**src/rtl/fpga_efuse_cfg_loader.sv**
```systemverilog
// fpga_efuse_cfg_loader: reads efuse bytes over Wishbone at boot and
// shifts each one LSB first into the fabric configuration chain.
module fpga_efuse_cfg_loader #(
  parameter int CFG_BYTES  = 256,
  parameter int START_ADDR = 0,
  parameter int TIMEOUT    = 15
) (
  input  logic        clk_i,
  input  logic        rstn_i,
  input  logic        start_i,
  output logic        wb_cyc_o,
  output logic        wb_stb_o,
  output logic        wb_we_o,
  output logic        wb_sel_o,
  output logic [10:0] wb_adr_o,
  input  logic        wb_ack_i,
  input  logic [7:0]  wb_dat_i,
  output logic        cfg_data_o,
  output logic        cfg_en_o,
  output logic        busy_o,
  output logic        done_o,
  output logic        err_o
);
  localparam int TW = $clog2(TIMEOUT + 1);
  localparam int BW = $clog2(CFG_BYTES + 1);

  if (START_ADDR + CFG_BYTES > 2048 || CFG_BYTES < 1 || TIMEOUT < 1 || TIMEOUT > 255) begin : g_chk
    $error("fpga_efuse_cfg_loader: illegal parameter combination");
  end

  typedef enum logic [2:0] {IDLE, REQ, SHIFT, DONE, ERR} state_t;
  state_t r_state, w_next;
  logic [TW-1:0] r_tmo;
  logic [BW-1:0] r_cnt;
  logic [2:0]    r_bit;
  logic [7:0]    r_sh;
  logic [10:0]   r_adr;
  logic          w_last_bit, w_last_byte, w_tmo, w_start;

  assign w_last_bit  = r_bit == 3'd7;
  assign w_last_byte = r_cnt == BW'(CFG_BYTES - 1);
  assign w_tmo       = r_tmo == TW'(TIMEOUT - 1);
  assign w_start     = start_i && (r_state == IDLE || r_state == DONE || r_state == ERR);

  always_ff @(posedge clk_i or negedge rstn_i)
    if (!rstn_i) r_state <= IDLE;
    else r_state <= w_next;

  // ack is tested before the timeout so an ack on the final cycle still succeeds
  always_comb begin
    w_next = r_state;
    case (r_state)
      IDLE, DONE, ERR: w_next = start_i ? REQ : r_state;
      REQ:             w_next = wb_ack_i ? SHIFT : w_tmo ? ERR : REQ;
      SHIFT:           w_next = !w_last_bit ? SHIFT : w_last_byte ? DONE : REQ;
      default:         w_next = IDLE;
    endcase
  end

  always_ff @(posedge clk_i or negedge rstn_i)
    if (!rstn_i) begin
      r_tmo <= '0;
      r_cnt <= '0;
      r_bit <= '0;
      r_sh  <= '0;
      r_adr <= 11'(START_ADDR);
    end else if (w_start) begin
      r_tmo <= '0;
      r_cnt <= '0;
      r_bit <= '0;
      r_adr <= 11'(START_ADDR);
    end else if (r_state == REQ) begin
      r_tmo <= r_tmo + 1'b1;
      if (wb_ack_i) begin
        r_sh  <= wb_dat_i;
        r_bit <= '0;
      end
    end else if (r_state == SHIFT) begin
      r_sh  <= r_sh >> 1;
      r_bit <= r_bit + 1'b1;
      if (w_last_bit && !w_last_byte) begin
        r_cnt <= r_cnt + 1'b1;
        r_adr <= r_adr + 1'b1;
        r_tmo <= '0;
      end
    end

  assign wb_cyc_o   = r_state == REQ;
  assign wb_stb_o   = wb_cyc_o;
  assign wb_sel_o   = wb_cyc_o;
  assign wb_we_o    = 1'b0;
  assign wb_adr_o   = r_adr;
  assign cfg_en_o   = r_state == SHIFT;
  assign cfg_data_o = cfg_en_o & r_sh[0];
  assign busy_o     = r_state == REQ || r_state == SHIFT;
  assign done_o     = r_state == DONE;
  assign err_o      = r_state == ERR;
endmodule
```
**config.mk**
```make
export PLATFORM = sky130hd
export DESIGN_NAME = fpga_efuse_cfg_loader
export DESIGN_NICKNAME = d
export VERILOG_FILES = /design/src/rtl/fpga_efuse_cfg_loader.sv
export SDC_FILE = /design/constraint.sdc
export NUM_CORES = 1
export LEC_CHECK = 0
export ABC_CLOCK_PERIOD_IN_PS = 2700
export BUFFER_PORTS_ARGS = -buffer_cell sky130_fd_sc_hd__buf_2
export CAP_MARGIN = 30
export CORE_MARGIN = 8
export CORE_UTILIZATION = 55
export CTS_CLUSTER_SIZE = 40
export DETAILED_ROUTE_END_ITERATION = 8
export GPL_TIMING_DRIVEN = 0
export HOLD_SLACK_MARGIN = 0.03
export PLACE_DENSITY = 0.78
export SYNTH_ARGS = -nofsm -noshare
export SYNTH_HDL_FRONTEND = slang
export SYNTH_SLANG_ARGS = --single-unit
```
**constraint.sdc**
```tcl
create_clock -name clk_i -period 2.7 [get_ports clk_i]
set_input_delay 0 -clock clk_i [delete_from_list [all_inputs] [get_ports clk_i]]
set_output_delay 0 -clock clk_i [all_outputs]
set_load 0.02 [all_outputs]
```
==> metrics.md, run 1 <==
| Metric | Value |
|---|---|
| Status | completed |
| Total core area | 3390 um^2 |
| Netlist cell types | 45 |
| Rel. slew slack | 0.449 |
| Setup-failing EPs final | 0 |
| Hpwl dp | 2950 um |
| First drt pass iteration count | 4 |
| Lkg Pwr | 0.00117 uW |
| Hold depth | 5 |
| Drt wl/cell | 13.9 um |
| Total die area | 5770 um^2 |
| # diodes | 0 |
| Number of vias per cell | 5.49 |
| I/O pin total | 32 |
| Hold Path Class | primary input to flip-flop |
| Crit Path Category | flip-flop to flip-flop |
| Reg2reg setup slack | 0.37 ns |
| CP Capture Type | flip-flop |
| GR Overflow Total | 0 |
| Final Skew | 0.00725 ns |
| Fin crit share | 0.865 |
| Worst Path Arrival | 2.63 ns |
| CP max stage cell | dlygate4sd3_1 |
| Crit path largest cell delay | 0.58 ns |
| Worst-Margin Slew | 0.827 ns |
| Row cnt | 21 |
| Fill cell count | 250 |
| Residual DRC | 0 |
| Die Y | 76.0 um |
| Worst skew pair latency | 0.36 ns |
| Worst vdd ir | 0.000500 V |
| Synth async-reset ratio | 1.00 |
| Crit path max-delay family | buffers and inverters |
| CTS Hold Bufs | 12 |
| Crit path required time | 3.00 ns |
| Cell Pwr Density | 819 nW/um^2 |
| Final hold vios | 0 |
| Number of synthesized flops with an enable pin | 0 |
| Hold path endpoint | r_state[1]$_DFFE_PN0P_ |
| Post-CTS Resized | 0 |
| Placed standard-cell area | 2180 um^2 |
| R2R cell count | 5 |
| Mean Syn Cell Area | 9.24 um^2 |
| Ys Warns | 0 |
| Routed wire length | 4320 um |
| # nets final | 282 |
| Starting Density | 0.583 |
| Global-route wire length before repair | 7230 um |
| Sequential fraction of the synthesis area | 0.481 |
| RSZ-0062 raised after global routing | no |
| Buf/Inv on CP | 3 |
| Met2 usage | 0.229 |
| Routed vias | 1,701 |
| Top FF cell, synth | dfrtp_1 |
| Reg-to-Reg Start | r_state[1]$_DFFE_PN0P_ |
| Number of synthesized register bits | 38 |
| IO Port Bufs | 30 |
| Final Instance Area | 2380 um^2 |
| CTS Sinks | 38 |
| Syn-to-layout area delta | 20.5% |
| Slew Limit Fails | 0 |
| Initial antenna violation count | 0 |
| Synth Instances | 214 |
| CTS tree | yes |
| Startpoint Class | flip-flop |
| Crit path top cell by count | clkbuf_1 |
| Achievable Freq | 428 MHz |
| Final min period | 2.33 ns |
| Hold Startpoint | wb_ack_i |
| Global-route layer with the greatest usage | met2 |
| Gpl congestion | 0.770 |
| Layout cells sized above 1 | 0.189 |
| CTS buffer count | 5 |
| Clk buf depth | 2 |
| Largest net degree at the start of global routing | 39 |
| Reg clk slew, reported paths | 0.11 ns |
| R2r endpoint | r_state[2]$_DFFE_PN0P_ |
| Total track usage | 0.151 |
| Die X-Extent | 76.0 um |
| Synth Net Count | 233 |
| TNS Setup | 0 ns |
| Max Cap Viol | 0 |
| Met3 Use GR | 0.0436 |
| GRT met1 Usage | 0.194 |
| H-tree depth | 2 |
| Post-CTS Setup Inserts | 0 |
| Crit-path max FO | 10 |
| DRT antenna net count | 0 |
| Drt initial violations | 113 |
| Synth Cell Area | 1980 um^2 |
| Multi-input combinational cell area | 930 um^2 |
| Vias in the first global route | 1,522 |
| Root buf cell | clkbuf_4 |
| Crit path cell chain | or3b_2 > clkbuf_1 > clkbuf_1 > o32ai_1 > dlygate4sd3_1 |
| Storage element area | 951 um^2 |
final cells by class:
class	count	share of cell area
multi-input combinational	157	0.390
tap	46	0.0242
timing repair buffer	42	0.113
clock inverter	3	0.0168
clock buffer	5	0.0158
inverter	8	0.0147
buffer	11	0.0257
sequential	38	0.399
cell usage after synthesis (all sizes together) (3+ instances only):
| library cell | instances | area share |
|---|---|---|
| dfrtp | 38 | 0.48 |
| nor2 | 28 | 0.053 |
| a31oi | 7 | 0.022 |
| nor4 | 4 | 0.013 |
| nand4 | 3 | 0.0095 |
| nor3 | 3 | 0.0076 |
| nand3 | 17 | 0.043 |
| inv | 7 | 0.013 |
| nand2 | 31 | 0.063 |
| mux2i | 4 | 0.020 |
| clkbuf | 6 | 0.011 |
| ha | 7 | 0.044 |
| xnor2 | 7 | 0.031 |
| buf | 5 | 0.020 |
| a21oi | 6 | 0.015 |
| o21ai | 6 | 0.015 |
report_power, final:
group / leakage, uW / switching [uW] / internal (uW)
clock network: 0.0000450 / 199 / 192
registers: 0.000500 / 92.2 / 686
logic: 0.000623 / 477 / 305
total: 0.00117 / 768 / 1180
flip-flops by register name, summed over array words and instances, names as in the netlist:
signal and count:
r_bit 3, r_sh 8, r_tmo 4, r_state 3, r_cnt 9, wb_adr_o 11
worst min-delay path, stage by stage:
cell	delay, ns
buf_2	0.13
inv_1	0.05
mux2i_1	0.06
a21oi_1	0.14
nor2_1	0.04
cells by family (layout without fill, tap and decap cells):
group	after synthesis	count (layout)	synth area share
other	1	1	0.00190
AO/OA/AOI/OAI	29	29	0.0943
AND/OR/NAND/NOR	106	106	0.264
adder cells (fa/ha/maj)	7	7	0.0443
buffers and inverters	19	69	0.0487
XOR/XNOR	9	9	0.0399
flip-flops	38	38	0.481
multiplexers	5	5	0.0259
metal layers:
layer  part of all wire  vias up
met5                  0        -
met4              0.018        0
li1                   -      843
met3              0.045        8
met1               0.47      814
met2               0.46       36
worst max-delay path by stage:
stage | start | endpoint | slack [ns] | cells after the start
2_1_floorplan | r_cnt[0]$_DFFE_PN0P_ | wb_adr_o[7]$_DFFE_PN0P_ | 0.78 | 8
3_3_place_gp | r_cnt[0]$_DFFE_PN0P_ | wb_adr_o[7]$_DFFE_PN0P_ | 0.64 | 8
3_5_place_dp | r_cnt[0]$_DFFE_PN0P_ | wb_adr_o[7]$_DFFE_PN0P_ | 0.61 | 8
4_1_cts | r_state[1]$_DFFE_PN0P_ | r_state[2]$_DFFE_PN0P_ | 0.38 | 5
5_1_grt | r_state[1]$_DFFE_PN0P_ | r_state[2]$_DFFE_PN0P_ | 0.27 | 5
6_report | r_state[1]$_DFFE_PN0P_ | r_state[2]$_DFFE_PN0P_ | 0.37 | 5
stage by stage:
stage	worst slack, ns	power [uW]	hold WS (ns)	instances	util
detailed placement	0.614	1560	0.145	290	0.645
global route	0.267	2090	0.105	310	0.703
floorplan	0.777	1350	-0.296	214	-
CTS	0.384	1960	0.0773	310	0.703
global placement	0.635	1540	0.147	290	0.645
finish	0.365	1950	0.0846	310	0.703
placed cells by master (no fill, tap or decap), types with 2 or more instances in the layout:
cell / instances
a21oi_1: 6
a22o_1: 2
a31oi_1: 7
buf_2: 31
buf_4: 3
clkbuf_1: 6
clkbuf_4: 5
clkinv_2: 2
dfrtp_1: 38
dlygate4sd3_1: 12
ha_1: 7
inv_1: 7
mux2i_1: 4
nand2_1: 30
nand3_1: 17
nand3b_1: 2
nand4_1: 3
nand4b_1: 2
nor2_1: 28
nor3_1: 3
nor3b_1: 2
nor4_1: 4
o21ai_0: 6
o311ai_0: 2
or2_2: 2
or3_1: 2
or4_1: 2
xnor2_1: 7
xor2_1: 2
Note: power is estimated with default switching activity, not from simulation.
==> run 2: changes to the inputs <==
--- a/config.mk
+++ b/config.mk
@@ -9,12 +9,13 @@
 export BUFFER_PORTS_ARGS = -buffer_cell sky130_fd_sc_hd__buf_2
 export CAP_MARGIN = 30
 export CORE_MARGIN = 8
-export CORE_UTILIZATION = 55
+export CORE_UTILIZATION = 35
 export CTS_CLUSTER_SIZE = 40
 export DETAILED_ROUTE_END_ITERATION = 8
 export GPL_TIMING_DRIVEN = 0
 export HOLD_SLACK_MARGIN = 0.03
-export PLACE_DENSITY = 0.78
+export PLACE_DENSITY = 0.54
+export SKIP_LAST_GASP = 1
 export SYNTH_ARGS = -nofsm -noshare
 export SYNTH_HDL_FRONTEND = slang
 export SYNTH_SLANG_ARGS = --single-unit
==> run 2 against run 1 <==
Design area up 3.7%; fmax about the same; setup slack worse by 0.0013 ns; register-to-register slack about the same; power up 11%; via count down 2.5%; global-route usage down 3.5 points; critical path depth unchanged; largest power group unchanged; highest routed layer unchanged.
==> metrics.md, run 2 (synthesis results as in run 1) <==
| Metric | Value |
|---|---|
| Status | completed (unchanged) |
| Number of vias per cell | 4.95 (was 5.49) |
| H-tree depth | 2 (unchanged) |
| # diodes | 0 (unchanged) |
| Crit Path Category | flip-flop to flip-flop (unchanged) |
| Starting Density | 0.361 (was 0.583) |
| Drt initial violations | 69 (was 113) |
| DRT antenna net count | 0 (unchanged) |
| Crit path max-delay family | buffers and inverters (unchanged) |
| Hold Path Class | primary input to flip-flop (unchanged) |
| Die Y | 91.2 um (was 76.0 um) |
| Crit path largest cell delay | 0.58 ns (about the same) |
| Fill cell count | 564 (was 250) |
| Post-Route Utilization | 0.451 (was 0.703) |
| CP max stage cell | dlygate4sd3_1 (unchanged) |
| Total die area | 8310 um^2 (was 5770 um^2) |
| Leading cell type in the layout, fill and taps excluded | dfrtp_1 (unchanged) |
| Reg2reg setup slack | 0.36 ns (was 0.37 ns) |
| R2r endpoint | r_state[2]$_DFFE_PN0P_ (unchanged) |
| Total power | 2160 uW (was 1950 uW) |
| Setup-failing EPs final | 0 (unchanged) |
| Hpwl dp | 3250 um (was 2950 um) |
| # nets final | 281 (was 282) |
| Max reg flops | 11 (unchanged) |
| Worst-Margin Slew | 0.857 ns (was 0.827 ns) |
| Total core area | 5470 um^2 (was 3390 um^2) |
| CP startpoint | r_state[1]$_DFFE_PN0P_ (unchanged) |
| Clk buf depth | 2 (unchanged) |
| CTS tree | yes (unchanged) |
| Vias in the first global route | 1,620 (was 1,522) |
| CP Capture Type | flip-flop (unchanged) |
| TNS Setup | 0 ns (unchanged) |
| Crit path required time | 2.93 ns (was 3.00 ns) |
| Buf/Inv on CP | 3 (unchanged) |
| R2R cell count | 5 (unchanged) |
| Crit path top cell by count | clkbuf_1 (unchanged) |
| Reg clk slew, reported paths | 0.08 ns (was 0.11 ns) |
| Max Cap Viol | 0 (unchanged) |
| Reg-to-Reg Start | r_state[1]$_DFFE_PN0P_ (unchanged) |
| Final hold vios | 0 (unchanged) |
| Layout cells sized above 1 | 0.190 (was 0.189) |
| Final min period | 2.34 ns (was 2.33 ns) |
| Stages on the worst setup path | 5 (unchanged) |
| Total track usage | 0.116 (was 0.151) |
| Syn-to-layout area delta | 24.9% (was 20.5%) |
| Die X-Extent | 91.2 um (was 76.0 um) |
| Fin crit share | 0.865 (about the same) |
| Post-CTS Setup Inserts | 0 (unchanged) |
| CP endpoint | r_state[2]$_DFFE_PN0P_ (unchanged) |
| Final Skew | 0.00526 ns (was 0.00725 ns) |
| Root buf cell | clkbuf_8 (was clkbuf_4) |
| Achievable Freq | 428 MHz (about the same) |
| Finished Layout Cells | 335 (was 310) |
| Lkg Pwr | 0.00119 uW (was 0.00117 uW) |
| First drt pass iteration count | 4 (unchanged) |
| CTS buffer count | 5 (unchanged) |
| Routed wire length | 4640 um (was 4320 um) |
| Startpoint Class | flip-flop (unchanged) |
| Largest net degree at the start of global routing | 39 (unchanged) |
| Cell Pwr Density | 876 nW/um^2 (was 819 nW/um^2) |
| Row cnt | 27 (was 21) |
| Initial antenna violation count | 0 (unchanged) |
| Rel. slew slack | 0.429 (was 0.449) |
| IO Port Bufs | 30 (unchanged) |
| Crit-path max FO | 10 (unchanged) |
| Worst Path Arrival | 2.57 ns (was 2.63 ns) |
| Routed vias | 1,659 (was 1,701) |
| Dpl cells | 316 (was 290) |
| Slew Limit Fails | 0 (unchanged) |
| I/O pin total | 32 (unchanged) |
| Global-route wire length before repair | 7850 um (was 7230 um) |
| Worst vdd ir | 0.000334 V (was 0.000500 V) |
| CTS Sinks | 38 (unchanged) |
| Crit path cell chain | or3b_2 > clkbuf_1 > clkbuf_1 > o32ai_1 > dlygate4sd3_1 (unchanged) |
| Commonest cells after routing, fill and taps aside | dfrtp_1 (38), buf_2 (31), nand2_1 (30), nor2_1 (28), nand3_1 (17) (unchanged) |
| GR Overflow Total | 0 (unchanged) |
| Worst skew pair latency | 0.29 ns (was 0.36 ns) |
| Gpl congestion | 0.758 (was 0.770) |
| RSZ-0062 raised after global routing | no (unchanged) |
| Residual DRC | 0 (unchanged) |
| Drt wl/cell | 13.9 um (about the same) |
-- run 2: cell types whose count changed in the layout (fill, tap and decap cells not counted) --
cell	before	now
clkbuf_8	0	6
clkbuf_4	5	0
clkinv_2	2	0
bufinv_16	1	2
dlygate4sd3_1	12	11
-- run 2: worst min-delay path by stage --
stage	from	to	slack (ns)	cells after the start
after floorplan	rstn_i	r_bit[0]$_DFFE_PN0P_	-0.30	0
after global placement	rstn_i	wb_adr_o[5]$_DFFE_PN0P_	0.18	1
after detailed placement	rstn_i	wb_adr_o[4]$_DFFE_PN0P_	0.17	1
after CTS	wb_ack_i	r_sh[7]$_DFFE_PN0P_	0.03	3
after global routing	wb_ack_i	r_sh[7]$_DFFE_PN0P_	0.05	3
final	wb_ack_i	r_sh[7]$_DFFE_PN0P_	0.04	3
-- run 2: area by class of cell --
cell class | count | area (um^2) | area share
plain buffers | 11 | 61.3 | 0.0248
repair buffers | 41 | 260 | 0.105
inverters | 8 | 35.0 | 0.0142
multi-input cells | 157 | 930 | 0.376
flip-flops and latches | 38 | 951 | 0.385
well taps | 72 | 90.1 | 0.0365
clock buffers | 6 | 82.6 | 0.0334
clock inverters | 2 | 60.1 | 0.0243
-- run 2: repair_timing --
item                                   in CTS  in global routing
hold buffers                               11                  0
endpoints found under the hold margin      48                  0
resized for setup                           0                  0
-- run 2: metrics by stage --
| stage | setup WS, ns | hold WS, ns | cell area [um^2] |
|---|---|---|---|
| floorplan | 0.777 | -0.296 | 1980 |
| finish | 0.364 | 0.0376 | 2470 |
| global route | 0.199 | 0.0491 | 2470 |
| detailed placement | 0.536 | 0.173 | 2220 |
| CTS | 0.378 | 0.0335 | 2470 |
| global placement | 0.564 | 0.178 | 2220 |
-- run 2: where the power goes --
group          leakage (uW)  total (uW)  internal (uW)  switching (uW)
clock network     0.0000714         600            394             206
logic              0.000621         791            303             488
registers          0.000500         773            686            86.2
total               0.00119        2160           1380             781
-- run 2: worst reg2reg max path: stages, from the launching register on --
cell	delay [ns]
dfrtp_1	0.45
or3b_2	0.48
clkbuf_1	0.18
clkbuf_1	0.28
o32ai_1	0.31
dlygate4sd3_1	0.58
-- run 2: layer usage --
layer | global-route usage | part of all wire
met2 | 0.189 | 0.47
met4 | 0.0477 | 0.012
met5 | 0 | 0
met3 | 0.0354 | 0.043
met1 | 0.140 | 0.47
